<file path="config.mk">
export PLATFORM = sky130hd
export DESIGN_NAME = fp_result_check_flat
export DESIGN_NICKNAME = d
export VERILOG_FILES = /design/src/rtl/fp_result_check_pkg.sv /design/src/rtl/fp_result_check_if.sv /design/src/rtl/fp_result_check_fifo.sv /design/src/rtl/fp_result_check.sv /design/src/flat_wrapper.sv
export SDC_FILE = /design/constraint.sdc
export NUM_CORES = 1
export LEC_CHECK = 0
export ABC_AREA = 1
export BUFFER_PORTS_ARGS = -buffer_cell sky130_fd_sc_hd__buf_2
export CORE_ASPECT_RATIO = 0.75
export CORE_MARGIN = 2
export CORE_UTILIZATION = 45
export CTS_BUF_LIST = sky130_fd_sc_hd__clkbuf_16
export DETAILED_ROUTE_END_ITERATION = 8
export HOLD_SLACK_MARGIN = 0.12
export SYNTH_ARGS = -nofsm -noshare
export SYNTH_HDL_FRONTEND = slang
export SYNTH_HIERARCHICAL = 1
export SYNTH_SLANG_ARGS = --single-unit
</file>
<file path="constraint.sdc">
create_clock -name clock -period 5 [get_ports clock]
set_clock_uncertainty 0.05 [all_clocks]
set_input_delay 0.25 -clock clock [delete_from_list [all_inputs] [get_ports clock]]
set_output_delay 0.25 -clock clock [all_outputs]
set_load 0.01 [all_outputs]
</file>
<file path="src/rtl/fp_result_check_pkg.sv">
// fp_result_check_pkg: shared state, entry and error-code definitions for the fp_unit result checker
package fp_result_check_pkg;
    typedef enum logic [2:0] {
        CHK_IDLE  = 3'd0,
        CHK_RUN   = 3'd1,
        CHK_DRAIN = 3'd2,
        CHK_PASS  = 3'd3,
        CHK_FAIL  = 3'd4
    } fp_check_state_type;

    typedef struct packed {
        logic [31:0] result;
        logic [4:0]  flags;
        logic        f2i;
    } fp_check_entry_type;

    localparam logic [2:0] ERR_NONE      = 3'd0;
    localparam logic [2:0] ERR_MISMATCH  = 3'd1;
    localparam logic [2:0] ERR_OVERFLOW  = 3'd2;
    localparam logic [2:0] ERR_UNDERFLOW = 3'd3;
    localparam logic [2:0] ERR_TIMEOUT   = 3'd4;

    localparam logic [31:0] FP_CANON_NAN = 32'h7FC00000;
endpackage

</file>
<file path="src/rtl/fp_result_check_if.sv">
// fp_result_check_if: expected-record push channel and fp_unit response channel seen by the checker
interface fp_result_check_if;
    logic        push_valid;
    logic        push_ready;
    logic [31:0] push_result;
    logic [4:0]  push_flags;
    logic        push_f2i;
    logic        rsp_ready;
    logic [31:0] rsp_result;
    logic [4:0]  rsp_flags;
    logic        done;

    modport master (
        output push_valid, push_result, push_flags, push_f2i,
        output rsp_ready, rsp_result, rsp_flags, done,
        input  push_ready
    );

    modport slave (
        input  push_valid, push_result, push_flags, push_f2i,
        input  rsp_ready, rsp_result, rsp_flags, done,
        output push_ready
    );
endinterface

</file>
<file path="src/rtl/fp_result_check_fifo.sv">
// fp_result_check_fifo: in-order FIFO of expected records; pointers carry an extra wrap bit for full/empty
module fp_result_check_fifo
    import fp_result_check_pkg::*;
#(
    parameter int DEPTH = 8
) (
    input  logic               clock,
    input  logic               reset,
    input  logic               wr_en,
    input  fp_check_entry_type wr_data,
    input  logic               rd_en,
    output fp_check_entry_type head,
    output logic               full,
    output logic               empty
);
    localparam int AW = $clog2(DEPTH);

    fp_check_entry_type mem [DEPTH];
    logic [AW:0] wr_ptr;
    logic [AW:0] rd_ptr;

    // storage needs no reset; only the pointers define what is valid
    always_ff @(posedge clock) begin
        if (wr_en) mem[wr_ptr[AW-1:0]] <= wr_data;
    end

    // advance write/read pointers on accepted push/pop
    always_ff @(posedge clock or negedge reset) begin
        if (!reset) begin
            wr_ptr <= '0;
            rd_ptr <= '0;
        end else begin
            if (wr_en) wr_ptr <= wr_ptr + 1'b1;
            if (rd_en) rd_ptr <= rd_ptr + 1'b1;
        end
    end

    assign empty = wr_ptr == rd_ptr;
    assign full  = wr_ptr == {~rd_ptr[AW], rd_ptr[AW-1:0]};
    assign head  = mem[rd_ptr[AW-1:0]];
endmodule

</file>
<file path="src/rtl/fp_result_check.sv">
// fp_result_check: in-order fp_unit result/flag checker with counters, first-error capture and verdict (optional watchdog: FP_CHECK_TIMEOUT_EN)
module fp_result_check
    import fp_result_check_pkg::*;
#(
    parameter int DEPTH        = 8,
    parameter bit STOP_ON_FAIL = 1'b1
`ifdef FP_CHECK_TIMEOUT_EN
    ,
    parameter int TIMEOUT      = 64
`endif
) (
    input  logic              clock,
    input  logic              reset,
    fp_result_check_if.slave  bus,
    output logic [2:0]        state,
    output logic [31:0]       pass_cnt,
    output logic [31:0]       fail_cnt,
    output logic [2:0]        err_code,
    output logic [31:0]       err_index,
    output logic [31:0]       err_exp_result,
    output logic [31:0]       err_calc_result,
    output logic [4:0]        err_exp_flags,
    output logic [4:0]        err_calc_flags
);
    fp_check_state_type state_q;
    fp_check_state_type state_d;
    fp_check_entry_type head;
    logic        full;
    logic        empty;
    logic        active;
    logic        push_en;
    logic        pop_en;
    logic        overflow;
    logic        underflow;
    logic        mismatch;
    logic        timeout;
    logic        fatal;
    logic [31:0] res_diff;
    logic [4:0]  flag_diff;
    logic [2:0]  err_new;
    logic [31:0] rsp_idx;

    fp_result_check_fifo #(.DEPTH(DEPTH)) u_fifo (
        .clock   (clock),
        .reset   (reset),
        .wr_en   (push_en),
        .wr_data ('{result: bus.push_result, flags: bus.push_flags, f2i: bus.push_f2i}),
        .rd_en   (pop_en),
        .head    (head),
        .full    (full),
        .empty   (empty)
    );

    // PASS/FAIL freeze everything, so all activity is qualified by active
    assign active         = state_q inside {CHK_IDLE, CHK_RUN, CHK_DRAIN};
    assign bus.push_ready = active && !full;
    assign push_en        = bus.push_valid && bus.push_ready;
    assign pop_en         = active && bus.rsp_ready && !empty;
    assign overflow       = active && bus.push_valid && full;
    assign underflow      = active && bus.rsp_ready && empty;

    // a canonical NaN from a non-convert op only has to agree on exponent and quiet bit
    assign res_diff  = (!head.f2i && bus.rsp_result == FP_CANON_NAN)
                     ? {1'b0, bus.rsp_result[30:22] ^ head.result[30:22], 22'h0}
                     : bus.rsp_result ^ head.result;
    assign flag_diff = bus.rsp_flags ^ head.flags;
    assign mismatch  = pop_en && (res_diff != '0 || flag_diff != '0);

    assign err_new = mismatch  ? ERR_MISMATCH  :
                     overflow  ? ERR_OVERFLOW  :
                     underflow ? ERR_UNDERFLOW :
                     timeout   ? ERR_TIMEOUT   : ERR_NONE;
    assign fatal   = overflow || underflow || timeout || (mismatch && STOP_ON_FAIL);

`ifdef FP_CHECK_TIMEOUT_EN
    localparam int WD_W = $clog2(TIMEOUT + 1);
    localparam logic [WD_W-1:0] WD_MAX = WD_W'(TIMEOUT);

    logic [WD_W-1:0] wd_q;

    // count stalled cycles while a response is owed; any response restarts the count
    always_ff @(posedge clock or negedge reset) begin
        if (!reset) wd_q <= '0;
        else if (!active || empty || bus.rsp_ready) wd_q <= '0;
        else if (wd_q != WD_MAX) wd_q <= wd_q + 1'b1;
    end

    assign timeout = (state_q == CHK_RUN || state_q == CHK_DRAIN) && wd_q == WD_MAX;
`else
    assign timeout = 1'b0;
`endif

    // state register
    always_ff @(posedge clock or negedge reset) begin
        if (!reset) state_q <= CHK_IDLE;
        else state_q <= state_d;
    end

    // verdict sequencing; PASS and FAIL hold until reset
    always_comb begin
        state_d = state_q;
        case (state_q)
            CHK_IDLE:  state_d = fatal ? CHK_FAIL : push_en ? CHK_RUN : bus.done ? CHK_DRAIN : CHK_IDLE;
            CHK_RUN:   state_d = fatal ? CHK_FAIL : bus.done ? CHK_DRAIN : CHK_RUN;
            CHK_DRAIN: state_d = fatal ? CHK_FAIL : !empty ? CHK_DRAIN : fail_cnt != '0 ? CHK_FAIL : CHK_PASS;
            default:   state_d = state_q;
        endcase
    end

    assign state = state_q;

    // saturating counters, response index and first-error capture
    always_ff @(posedge clock or negedge reset) begin
        if (!reset) begin
            pass_cnt        <= '0;
            fail_cnt        <= '0;
            rsp_idx         <= '0;
            err_code        <= ERR_NONE;
            err_index       <= '0;
            err_exp_result  <= '0;
            err_calc_result <= '0;
            err_exp_flags   <= '0;
            err_calc_flags  <= '0;
        end else begin
            if (pop_en && !mismatch && pass_cnt != '1) pass_cnt <= pass_cnt + 1'b1;
            if (mismatch && fail_cnt != '1) fail_cnt <= fail_cnt + 1'b1;
            if (pop_en && rsp_idx != '1) rsp_idx <= rsp_idx + 1'b1;
            if (err_code == ERR_NONE && err_new != ERR_NONE) begin
                err_code  <= err_new;
                err_index <= rsp_idx;
                if (mismatch) begin
                    err_exp_result  <= head.result;
                    err_calc_result <= bus.rsp_result;
                    err_exp_flags   <= head.flags;
                    err_calc_flags  <= bus.rsp_flags;
                end
            end
        end
    end
endmodule

</file>
<file path="src/flat_wrapper.sv">
// flat-port wrapper written by rule: the top's interface ports become plain ports
module fp_result_check_flat import fp_result_check_pkg::*;
#(
    parameter int DEPTH        = 8,
    parameter bit STOP_ON_FAIL = 1'b1

)
  (clock, reset, state, pass_cnt, fail_cnt, err_code, err_index, err_exp_result, err_calc_result, err_exp_flags, err_calc_flags, bus_push_valid, bus_push_result, bus_push_flags, bus_push_f2i, bus_rsp_ready, bus_rsp_result, bus_rsp_flags, bus_done, bus_push_ready);
  fp_result_check_if bus_i ();
  input  logic clock;
  input  logic reset;
  output logic [2:0] state;
  output logic [31:0] pass_cnt;
  output logic [31:0] fail_cnt;
  output logic [2:0] err_code;
  output logic [31:0] err_index;
  output logic [31:0] err_exp_result;
  output logic [31:0] err_calc_result;
  output logic [4:0] err_exp_flags;
  output logic [4:0] err_calc_flags;
  input wire logic [$bits(bus_i.push_valid)-1:0] bus_push_valid;
  input wire logic [$bits(bus_i.push_result)-1:0] bus_push_result;
  input wire logic [$bits(bus_i.push_flags)-1:0] bus_push_flags;
  input wire logic [$bits(bus_i.push_f2i)-1:0] bus_push_f2i;
  input wire logic [$bits(bus_i.rsp_ready)-1:0] bus_rsp_ready;
  input wire logic [$bits(bus_i.rsp_result)-1:0] bus_rsp_result;
  input wire logic [$bits(bus_i.rsp_flags)-1:0] bus_rsp_flags;
  input wire logic [$bits(bus_i.done)-1:0] bus_done;
  output wire logic [$bits(bus_i.push_ready)-1:0] bus_push_ready;
  assign bus_i.push_valid = bus_push_valid;
  assign bus_i.push_result = bus_push_result;
  assign bus_i.push_flags = bus_push_flags;
  assign bus_i.push_f2i = bus_push_f2i;
  assign bus_i.rsp_ready = bus_rsp_ready;
  assign bus_i.rsp_result = bus_rsp_result;
  assign bus_i.rsp_flags = bus_rsp_flags;
  assign bus_i.done = bus_done;
  assign bus_push_ready = bus_i.push_ready;
  fp_result_check #(.DEPTH(DEPTH), .STOP_ON_FAIL(STOP_ON_FAIL)) u_core (.clock(clock), .reset(reset), .bus(bus_i), .state(state), .pass_cnt(pass_cnt), .fail_cnt(fail_cnt), .err_code(err_code), .err_index(err_index), .err_exp_result(err_exp_result), .err_calc_result(err_calc_result), .err_exp_flags(err_exp_flags), .err_calc_flags(err_calc_flags));
endmodule
</file>
==> results by group <==
Run status
  • Outcome: finished, final reports clean

Timing
  • Count of pins over their slew limit: 0
  • Rel. slew slack: 33.35%
  • Final Hold Vio Count: 0
  • Post-layout minimum cycle time: 4.146 ns
  • Worst-margin pin slew: 0.9974 ns
  • RSZ-0062 raised after global routing: false
  • Period utilization: just over 80%
  • Setup ws final: ~0.85 ns
  • Finish-stage setup viols: 0
  • Max Clk Rate: 241.2 MHz
  • Setup TNS: 0 ns

Clock network
  • Clk slew on worst S/H paths: around 0.06 ns
  • Hold buffer count at cts: 80
  • Max Buffers Root-to-Sink: 3
  • Post-CTS Setup Inserts: 0
  • # resized after CTS: 0
  • Clock sink count: slightly above 500
  • Max H-tree Level: 2
  • CTS buffer count: 53
  • CTS root buf: clkbuf_16
  • CTS tree: built
  • Clock Latency Late Sink: roughly 0.6 ns

Drt
  • DR vias/cell: ~5
  • WL met2: 30500 µm
  • DRT Wirelength: ~70000 µm
  • Wire per inst: between 15 and 20 µm
  • M1 WL: 30910 µm
  • Via count: between 15000 and 20000
  • DR top layer: met5
  • First-iteration detailed-routing DRC count: around 1700
  • Pre-Repair DR Iteration Count: 7
  • DRC violations left: 0
  • Antenna-violating nets left: 0
  • Metal3 WL: slightly below 5000 µm

Worst setup path
  • CP max FO: 34
  • CP endpoint kind: flop
  • Most used cell, CP: nand2_1
  • Critical-path top delay cell: buf_4
  • Critical path data arrival time: around 4.6 ns
  • Reg2Reg Launch Point: u_core/u_fifo/rd_ptr[1]$_DFFE_PN0P_
  • CP Cell Sequence: clkinv_2, buf_4, nand3_1, nand2_1, nand2_1, nand2_1, inv_1, nand2_1, nand2_1, nor2_1, nand2_1, nor2_1, nand3_1, nand2_1, nand2_2, nand2_2, nand2_2, nand2_1, buf_4, nand2_1, nand2_1
  • CP Class: reg -> reg
  • Setup crit start: u_core/u_fifo/rd_ptr[1]$_DFFE_PN0P_
  • Startpoint types: flop
  • CP delay by family, top: simple AND/OR/NAND/NOR gates
  • Critical path buffer and inverter count: 4
  • Crit path required time: around 5.5 ns
  • Crit-path max cell delay: 0.50 ns

Job
  • Max-cap viol count: 0

Yosys
  • Number of synthesized flops with an enable pin: between 300 and 400
  • Ys Warns: 6
  • Most common library cells after synthesis: 1057 x nand2_1, 430 x inv_1, 368 x nand3_1
  • Area contributors post-synth: edfxtp_1 37%, dfrtp_1 22%, nand2_1 16%
  • Post-Synthesis Cell Area: about 25000 µm²
  • Yosys cell types: 38
  • Register area share after synthesis: 58.37%
  • Commonest register cell after synthesis: edfxtp_1
  • FFs w/ async S/R, synth: between 40% and 50%
  • Post-synth top area share: ~37%
  • Top-count cell post-synth: nand2_1
  • Synth area leader: edfxtp_1
  • Mapped Nets: between 2000 and 3000
  • Synthesized area per cell: between 8 and 9 µm²
  • Post-Synthesis Cells: ~2900
  • Synth Register Bits: between 500 and 600

Global route
  • GRT Overall Usage: 24.18%
  • First-pass GRT wire length: 107900 µm
  • Total gr overflow: 0
  • Vias in the first global route: 18952
  • Largest net degree at the start of global routing: about 160
  • Initial antenna violation count: 5

Floorplanning
  • Site Rows: 74
  • Die extent in x: approximately 280 µm
  • Ports: roughly 260
  • Die Y: a little over 200 µm
  • Core outline area: between 50000 and 60000 µm²
  • Initial Utilization: between 40% and 50%
  • Die area: 57150 µm²

Placed design
  • Place WS: ~0.94 ns
  • Dpl hpwl: roughly 44000 µm
  • RePlAce Congestion: ~0.96
  • PortBufs: around 260
  • Placed inst area: approximately 27000 µm²

Worst hold path
  • Hold Path Class: in -> async

Pwr
  • Total power: slightly below 9000 µW
  • Leakage: approximately 0.015 µW
  • Maximum VDD drop: slightly below 0.3 mV
  • Power Density: just under 300 nW/µm²

Final layout
  • # fillers: 4987
  • Layout cell share with drive strength beyond 1: 12.24%
  • Final Net Count: ~3300
  • Design area: between 20000 and 30000 µm²
  • Synth-to-Final Area Change: 17.66%
  • Final core occ: 53.63%
==> report_power, final <==
| group | switching [µW] | total, µW | internal (µW) | leakage (µW) |
|---|---|---|---|---|
| clock network | 1660 | 3730 | 2070 | 0.000837 |
| registers | 1.19 | 4540 | 4540 | 0.00568 |
| logic | 284 | 427 | 142 | 0.00823 |
==> placed cells by master (no fill, tap or decap), types with 12 or more instances in the layout <==
master / Yosys / routed
dlygate4sd3_1: 0 / 80
nor2_1: 142 / 133
nand3_1: 368 / 368
o21ai_0: 12 / 12
nand4_1: 29 / 29
clkbuf_16: 0 / 53
buf_4: 19 / 26
xor2_1: 73 / 73
clkinv_1: 0 / 14
xnor2_1: 30 / 30
nand2_1: 1057 / 1057
inv_1: 430 / 444
buf_2: 56 / 254
nor3_1: 47 / 47
dfrtp_1: 215 / 213
edfxtp_1: 304 / 304
==> routing by layer <==
metal  track usage, %  up-vias
met2            37.01      692
met4            8.388        4
li1                 -     9631
met1            34.97     9443
met3            3.864      134
met5                0        -
==> sequential cells by signal (all words and copies together), names as in the netlist <==
name,flops
u_core/u_fifo/rd_ptr,4
u_core/state,3
u_core/rsp_idx,32
u_core/u_fifo/mem,304
u_core/pass_cnt,32
u_core/err_index,32
u_core/err_exp_result,32
u_core/fail_cnt,32
u_core/err_calc_result,32
u_core/err_exp_flags,5
u_core/err_calc_flags,5
u_core/u_fifo/wr_ptr,4
u_core/err_code,2
==> cell type report <==
cell class,count,area (µm²),area share (%)
antenna,2,5.005,0.01711
clock buffer,53,1326,4.535
clock inverter,43,276.5,0.9454
inverter,436,1642,5.613
multi-input combinational,1809,8199,28.03
sequential,519,14510,49.62
tap,722,903.4,3.089
timing repair buffer,366,2382,8.145
==> metrics by stage <==
step	hold slack, ns	instances
finish	0.1386	3950
global route	0.1880	3950
CTS	0.1567	3948
global placement	0.2012	3772
floorplan	-0.09559	2877
detailed placement	0.2066	3772
==> path summary, 6_finish.rpt <==
path	end	slack, ns	cells after the start
max in group asynchronous	u_core/rsp_idx[11]$_DFFE_PN0P_	3.51	3
min reg2reg	u_core/err_index[14]$_DFFE_PN0P_	0.41	2
min in group clock	u_core/err_calc_result[30]$_DFFE_PN0P_	0.40	4
max reg2reg	u_core/err_index[27]$_DFFE_PN0P_	0.85	21
min	u_core/err_calc_result[30]$_DFFE_PN0P_	0.14	2
max	u_core/err_index[27]$_DFFE_PN0P_	0.85	21
==> logic make-up (layout without fill, tap and decap cells) <==
kind of cell	Yosys count	in the layout	synth area share, %
AO/OA/AOI/OAI	21	21	0.4731
XOR/XNOR	103	103	3.629
adder cells (fa/ha/maj)	6	6	0.3020
buffers and inverters	549	898	8.919
flip-flops	519	519	58.37
other	1	3	0.01509
AND/OR/NAND/NOR	1678	1678	28.29
(Power assumes the default switching activity.)
